==> src/rtl/adder_arbiter.sv <==
// Round-robin arbiter that shares one external adder between two requesters and
// returns each result on a single registered response channel tagged with the requester id.
module adder_arbiter #(
    parameter int OPERAND_LENGTH = 32,
    parameter int COUNT_WIDTH    = 16
) (
    input  logic                      clk,
    input  logic                      rst_n,
    input  logic                      req0_valid,
    output logic                      req0_ready,
    input  logic [OPERAND_LENGTH-1:0] req0_opd1,
    input  logic [OPERAND_LENGTH-1:0] req0_opd2,
    input  logic                      req0_sub,
    input  logic                      req1_valid,
    output logic                      req1_ready,
    input  logic [OPERAND_LENGTH-1:0] req1_opd1,
    input  logic [OPERAND_LENGTH-1:0] req1_opd2,
    input  logic                      req1_sub,
    output logic                      rsp_valid,
    input  logic                      rsp_ready,
    output logic                      rsp_id,
    output logic [OPERAND_LENGTH-1:0] rsp_result,
    output logic [OPERAND_LENGTH-1:0] adder_opd1,
    output logic [OPERAND_LENGTH-1:0] adder_opd2,
    output logic [3:0]                adder_op_sel,
    input  logic [OPERAND_LENGTH-1:0] adder_result,
    output logic [COUNT_WIDTH-1:0]    op_count,
    output logic                      dbg_state
);

    // Handshake: a transfer happens on a channel in any cycle where valid && ready
    // are both high at the rising edge; ready never depends on a registered valid,
    // and a source may withdraw valid before ready without leaving any state here.

    typedef enum logic {
        IDLE = 1'b0,
        RESP = 1'b1
    } state_t;

    state_t state, state_nxt;
    logic   last_grant;
    logic   accept;
    logic   grant0, grant1, grant_any;

    always_comb begin
        accept       = 1'b0;
        grant0       = 1'b0;
        grant1       = 1'b0;
        grant_any    = 1'b0;
        state_nxt    = state;
        adder_opd1   = '0;
        adder_opd2   = '0;
        adder_op_sel = 4'b0000;

        // Accept while empty, or while the held response drains this same cycle.
        accept    = rst_n && ((state == IDLE) || rsp_ready);
        grant0    = accept && req0_valid && (!req1_valid || last_grant);
        grant1    = accept && req1_valid && (!req0_valid || !last_grant);
        grant_any = grant0 || grant1;

        if (grant0) begin
            adder_opd1   = req0_opd1;
            adder_opd2   = req0_opd2;
            adder_op_sel = req0_sub ? 4'b1000 : 4'b0000;
        end else if (grant1) begin
            adder_opd1   = req1_opd1;
            adder_opd2   = req1_opd2;
            adder_op_sel = req1_sub ? 4'b1000 : 4'b0000;
        end

        case (state)
            IDLE: if (grant_any) state_nxt = RESP;
            RESP: if (rsp_ready && !grant_any) state_nxt = IDLE;
            default: state_nxt = IDLE;
        endcase
    end

    assign req0_ready = grant0;
    assign req1_ready = grant1;
    assign rsp_valid  = (state == RESP);
    assign dbg_state  = state;

    always_ff @(posedge clk or negedge rst_n) begin
        if (!rst_n) begin
            state <= IDLE;
        end else begin
            state <= state_nxt;
        end
    end

    always_ff @(posedge clk or negedge rst_n) begin
        if (!rst_n) begin
            rsp_result <= '0;
            rsp_id     <= 1'b0;
            last_grant <= 1'b1;
            op_count   <= '0;
        end else begin
            if (grant_any) begin
                rsp_result <= adder_result;
                rsp_id     <= grant1;
                last_grant <= grant1;
            end
            if (rsp_valid && rsp_ready) begin
                op_count <= op_count + 1'b1;
            end
        end
    end

endmodule
==> config.mk <==
export PLATFORM = sky130hd
export DESIGN_NAME = adder_arbiter
export DESIGN_NICKNAME = d
export VERILOG_FILES = /design/src/rtl/adder_arbiter.sv
export SDC_FILE = /design/constraint.sdc
export NUM_CORES = 1
export LEC_CHECK = 0
export CORE_AREA = 2 2 112 114
export CTS_CLUSTER_DIAMETER = 100
export CTS_CLUSTER_SIZE = 16
export DETAILED_ROUTE_END_ITERATION = 6
export DIE_AREA = 0 0 114 116
export PLACE_DENSITY = 0.65
export SYNTH_ARGS = -nofsm -noshare
export SYNTH_HDL_FRONTEND = slang
export SYNTH_SLANG_ARGS = --single-unit
==> constraint.sdc <==
create_clock -name clk -period 2.1 [get_ports clk]
set_input_delay 0.42 -clock clk [delete_from_list [all_inputs] [get_ports clk]]
set_output_delay 0.42 -clock clk [all_outputs]
set_load 0.05 [all_outputs]
==> flow_summary_export.csv, run 1 <==
group,metric,value,unit
detailed_routing,num_vias,3219,
layout,final_util,63.4,%
power,cellPowerDensity,696,nW/µm²
timing,hold_viol,0,
power,p_int,3170,µW
setup_path,cpMostUsedCell,"buf_12",
timing,max_clock_freq,0.446,GHz
layout,drive_above_1_share,40.2,%
grt,grt_max_degree,52,
floorplanning,num_rows,40,
run_status,outcome,"finished, violations left",
flow_run,drv_cap,0,
grt,grt_overflow,0,
placed_design,gp_congestion,0.866,
synth,yosysSeqAreaShare,47.2,%
setup_path,cp-end-kind,"output pin",
clocking,clk_pin_slew_worst_paths,0.07,ns
layout,area_growth,179,%
detailed_routing,ant_nets,0,
synth,synth.distinct_cells,24,
timing,tightest_slew,0.628,ns
timing,period_needed,2.24,ns
synth,yosysTopAreaCellShare,46.2,%
detailed_routing,drc,0,
clocking,h-tree-depth,2,
detailed_routing,first_pass_iters,4,
power,switching_power,2080,µW
clocking,cts_hold_buffers,0,
placed_design,port_buffers,284,
timing,finalWorstSetupSlack,-0.142,ns
timing,setup_viol,66,
synth,synth-warning-count,0,
detailed_routing,via_per_inst,4.75,
layout,nNetsFinal,695,
floorplanning,start_util,22.7,%
grt,grt_usage,19.3,%
synth,synth_top_area_cell,"dfrtp_1",
power,ir_worst_vdd,540,µV
synth,avgSynthCellArea,12.0,µm²
timing,relSlewSlack,58.2,%
detailed_routing,wire_per_inst,21.0,µm
clocking,cts_sinks,51,
setup_path,cp_max_fo,9,
setup_path,slowest_delay,0.43,ns
setup_path,crit_chain,"nand2b_4 -> and2_4 -> and3_4 -> buf_12 -> buf_12 -> a22o_1 -> buf_12",
clocking,clockBufferDepth,2,
placed_design,pre_cts_slack,-0.390,ns
grt,grt_pass1_vias,3346,
timing,whs,0.287,ns
timing,fin_skew,0.00997,ns
detailed_routing,routed_wl,14200,µm
floorplanning,coreArea,11900,µm²
setup_path,path_class,"reg -> out",
setup_path,start_kind,"flop",
layout,final_common_cell,"clkdlybuf4s50_1",
timing,period_share,107,%
power,p_total,5260,µW
timing,rsz0062_at_grt,"true",
setup_path,critPathRequiredTime,1.68,ns
setup_path,worstPathArrival,1.82,ns
detailed_routing,initialDrtViolationCount,109,
hold_path,hp-class,"in -> async",
run_status,violations,"negative setup slack",
floorplanning,die_w,114,µm
grt,antenna_found_initial,2,
layout,mostFrequentLayoutCells,"clkdlybuf4s50_1 (213), buf_12 (75), a22o_4 (63), dfrtp_1 (49), mux2_2 (33)",
clocking,clock_latency,0.29,ns
synth,syn_inst,225,
grt,grt_first_pass_wirelength,19300,µm
floorplanning,dieArea,13200,µm²
clocking,cts-root-buf,"clkbuf_16",
synth,synth.area.top_cells,"dfrtp_1 (46%), a22o_1 (21%), mux2_2 (14%)",
power,switching_share,39.6,%
floorplanning,die_h,116,µm
timing,slew_viol_final,0,
placed_design,dp_hpwl,10700,µm
clocking,numCtsBuffers,5,
floorplanning,io_pins,288,
setup_path,crit_slowest_cell,"dfrtp_2",
clocking,cts_tree,"yes",
synth,ys_ff_latch,51,
layout,fillers,900,
power,p_comb_share,57.7,%
power,power_frac_seq,24.6,%
power,p_leak,0.00329,µW
power,clock_power_share,17.7,%
synth,syn_area,2710,µm²
[flip-flops by register name (all words and copies together), names as in the netlist]
| register | flops |
|---|---|
| op_count | 16 |
| dbg_state | 1 |
| rsp_result | 32 |
| rsp_id | 1 |
| last_grant | 1 |
[cell families (layout without fill, tap and decap cells)]
family,Yosys count,in the layout,synth area share (%)
fa+ha+maj,1,1,0.462
flops,51,51,47.2
other cells,1,5,0.138
buf+inv,26,326,5.96
mux,33,33,13.7
simple gates,30,31,5.78
xor+xnor,15,15,4.85
compound gates,68,68,21.9
[routing by layer]
metal  part of all wire, %  GRT usage [%]
met3                   8.5           6.28
met2                    54           35.9
met5                     0              0
met1                    35           20.8
met4                   2.3           5.93
[cells in the mapped netlist]
| library cell | count |
|---|---|
| a22o_1 | 65 |
| dfrtp_1 | 50 |
| mux2_2 | 33 |
| buf_2 | 14 |
| xor2_1 | 8 |
| nand3_1 | 7 |
| xnor2_1 | 7 |
| and3_1 | 6 |
| nand2_1 | 6 |
| buf_4 | 4 |
| buf_6 | 4 |
| nor2_1 | 4 |
| inv_1 | 3 |
| nand4_1 | 2 |
| nor3_1 | 2 |
| o21bai_1 | 2 |
| and2_4 | 1 |
| and3b_1 | 1 |
| clkbuf_2 | 1 |
| conb_1 | 1 |
| dfstp_2 | 1 |
| ha_1 | 1 |
| nand2b_1 | 1 |
| o21ai_2 | 1 |
[layout make-up]
class	count	area [µm²]	share of cell area (%)
antenna	2	5.00	0.0662
clock buffer	6	129	1.71
tap	147	184	2.43
multi-input combinational	151	1860	24.6
inverter	3	11.3	0.149
clock inverter	2	38.8	0.513
sequential	51	1280	16.9
timing repair buffer	315	4050	53.6
[through the flow]
stage / TNS [ns] / area (µm²) / std cells
finish: -7.05 / 7560 / 677
global route: -10.67 / 7560 / 677
CTS: -8.18 / 7310 / 667
detailed placement: -24.28 / 6680 / 649
global placement: -23.82 / 6680 / 649
floorplan: -0.455 / 2950 / 227
[worst paths after layout]
check,startpoint,end,slack [ns],cells past startpoint
worst max-delay path,dbg_state,adder_opd1[0],-0.14,7
worst min-delay path,rst_n,rsp_result[11],0.29,2
worst max register to register,dbg_state,rsp_result[19],0.48,7
worst min register to register,op_count[15],op_count[15],0.49,1
max in group asynchronous,rst_n,dbg_state,1.37,2
min in group clk,op_count[15],op_count[15],0.49,1
[critical path: cells and delay by family, from the launching register on]
family / cells / cell delay, ns
and+or+nand+nor: 3 / 0.47
AOI/OAI and AO/OA: 1 / 0.18
DFF: 1 / 0.43
buffers and inverters: 3 / 0.44
[power groups by stage]
stage	logic [µW]	clock network, µW	registers, µW
after floorplan	882	0	1910
after global placement	2790	0	1300
after detailed placement	2810	0	1310
after CTS	2970	952	1300
after global routing	3140	993	1320
final	3030	930	1300
[timing repair]
item | in CTS | in global routing
setup endpoints to repair | 67 | 67
pin swaps | 25 | 6
setup buffers | 5 | 2
gates resized for setup | 45 | 15
gates cloned | 5 | 7
Power figures use the tool's default switching activity.
==> run 2: changes to the inputs <==
--- a/config.mk
+++ b/config.mk
@@ -10,7 +10,7 @@
 export CTS_CLUSTER_SIZE = 16
 export DETAILED_ROUTE_END_ITERATION = 6
 export DIE_AREA = 0 0 114 116
-export PLACE_DENSITY = 0.65
+export PLACE_DENSITY_LB_ADDON = 0.12
 export SYNTH_ARGS = -nofsm -noshare
 export SYNTH_HDL_FRONTEND = slang
 export SYNTH_SLANG_ARGS = --single-unit
==> flow_summary_export.csv, run 2 (synthesized netlist as in run 1, its figures left out) <==
group,metric,value,unit
layout,multi_input_area,1790,µm²
floorplanning,die_w,114,µm
layout,drive_above_1_share,40.5,%
setup_path,worstPathArrival,1.77,ns
power,clock_power_share,17.5,%
grt,grt_first_pass_wirelength,19600,µm
power,switching_power,2060,µW
setup_path,cpMostUsedCell,"buf_12",
timing,relSlewSlack,57.8,%
detailed_routing,first_pass_iters,4,
setup_path,crit_slowest_cell,"dfstp_2",
grt,grt_usage,19.7,%
layout,reg.largest.list,"rsp_result x32, op_count x16",
setup_path,critPathRequiredTime,1.68,ns
setup_path,path_class,"reg -> out",
grt,antenna_found_initial,2,
layout,mostFrequentLayoutCells,"clkdlybuf4s50_1 (209), buf_12 (75), a22o_4 (55), dfrtp_1 (49), mux2_2 (33)",
layout,nNetsFinal,693,
power,p_total,5180,µW
layout,layout.cells.non_filler,676,
power,power_frac_seq,25.0,%
power,p_comb_share,57.4,%
power,cellPowerDensity,701,nW/µm²
setup_path,start_kind,"flop",
clocking,cts_sinks,51,
clocking,cts-root-buf,"clkbuf_16",
setup_path,crit_chain,"nand2_1 -> and3_4 -> buf_6 -> buf_12 -> a22o_4 -> buf_12",
layout,top_register,"rsp_result",
timing,slew_viol_final,0,
setup_path,cp-end-kind,"output pin",
layout,largest_reg_flops,32,
run_status,violations,"negative setup slack",
floorplanning,num_rows,40,
layout,final_common_cell,"clkdlybuf4s50_1",
clocking,numCtsBuffers,5,
detailed_routing,wire_per_inst,20.8,µm
layout,seq_area,1280,µm²
floorplanning,start_util,22.7,%
timing,setup_viol,65,
hold_path,hp-class,"in -> async",
placed_design,dp_hpwl,11000,µm
timing,max_clock_freq,0.457,GHz
timing,tightest_slew,0.633,ns
setup_path,slowest_delay,0.54,ns
power,p_int,3120,µW
layout,area_growth,173,%
detailed_routing,via_per_inst,4.66,
clocking,clock_latency,0.28,ns
run_status,outcome,"finished, violations left",
placed_design,port_buffers,284,
timing,fin_skew,0.00600,ns
floorplanning,coreArea,11900,µm²
grt,grt_pass1_vias,3321,
detailed_routing,routed_wl,14000,µm
detailed_routing,drc,0,
timing,hold_viol,0,
detailed_routing,ant_nets,0,
floorplanning,io_pins,288,
clocking,clockBufferDepth,2,
clocking,clk_pin_slew_worst_paths,0.07,ns
grt,grt_max_degree,52,
timing,finalWorstSetupSlack,-0.0898,ns
setup_path,cp_max_fo,7,
power,switching_share,39.7,%
floorplanning,dieArea,13200,µm²
detailed_routing,initialDrtViolationCount,143,
grt,grt_overflow,0,
clocking,h-tree-depth,2,
placed_design,dp.cells,651,
floorplanning,die_h,116,µm
power,p_leak,0.00322,µW
timing,rsz0062_at_grt,"true",
flow_run,drv_cap,0,
detailed_routing,num_vias,3147,
layout,fillers,935,
placed_design,gp_congestion,0.768,
timing,tns,-3.42,ns
timing,period_share,104,%
power,ir_worst_vdd,665,µV
setup_path,r2r_cells,7,
clocking,cts_tree,"yes",
timing,period_needed,2.19,ns
-- run 2: cell types whose count changed in the layout (fill, tap and decap cells not counted), moves of 2 or more --
cell	before	now
clkbuf_16	10	6
a22o_1	2	4
a22o_4	63	55
a22o_2	0	6
buf_4	8	17
clkdlybuf4s50_1	213	209
buf_6	5	3
-- run 2: stage by stage --
step                setup WS [ns]  hold WS, ns  util, %  cell area, µm²
floorplan                 -0.0758        0.124        -            2950
global placement           -0.432        0.472     55.9            6660
detailed placement         -0.431        0.472     55.9            6660
CTS                        -0.138        0.304     61.7            7350
global route               -0.132        0.325     62.0            7390
finish                    -0.0898        0.270     62.1            7390
-- run 2: worst paths after layout --
check	start	to	slack, ns
worst max-delay path	last_grant	adder_opd1[26]	-0.09
worst min-delay path	rst_n	op_count[1]	0.27
worst max register to register	dbg_state	rsp_result[23]	0.51
worst min register to register	op_count[15]	op_count[15]	0.49
max in group asynchronous	rst_n	dbg_state	1.39
min in group clk	op_count[15]	op_count[15]	0.49
-- run 2: layout make-up --
class	count	share of cell area (%)
clock buffers	6	1.74
flip-flops and latches	51	17.3
well taps	147	2.49
diodes	3	0.102
inverters	3	0.152
repair buffers	314	53.4
clock inverters	2	0.525
multi-input cells	150	24.3
-- run 2: per-layer routing --
layer / vias to the layer above / GRT usage (%) / wire (µm)
met5: - / 0 / 0
met1: 1522 / 22.3 / 5000
met4: 0 / 7.15 / 322
li1: 1450 / - / -
met3: 16 / 6.64 / 1230
met2: 159 / 34.6 / 7490
-- run 2: power by group through the flow --
| stage | logic, µW | clock network, µW | registers [µW] |
|---|---|---|---|
| floorplan | 882 | 0 | 1910 |
| detailed placement | 2800 | 0 | 1320 |
| CTS | 2980 | 938 | 1300 |
| global placement | 2780 | 0 | 1300 |
| global route | 3090 | 977 | 1320 |
| finish | 2980 | 909 | 1300 |
-- run 2: worst max-delay path, delay by kind of cell (launching register included) --
family	cells	cell delay, ns
flops	1	0.54
buf+inv	3	0.41
simple gates	2	0.29
compound gates	1	0.25
-- run 2: what timing repair did --
item,4_1_cts,5_1_grt
pin swaps,18,15
resized for setup,49,12
cloned,7,1
hold buffers,0,0
buffers inserted,7,2
endpoints found under the setup margin,67,65
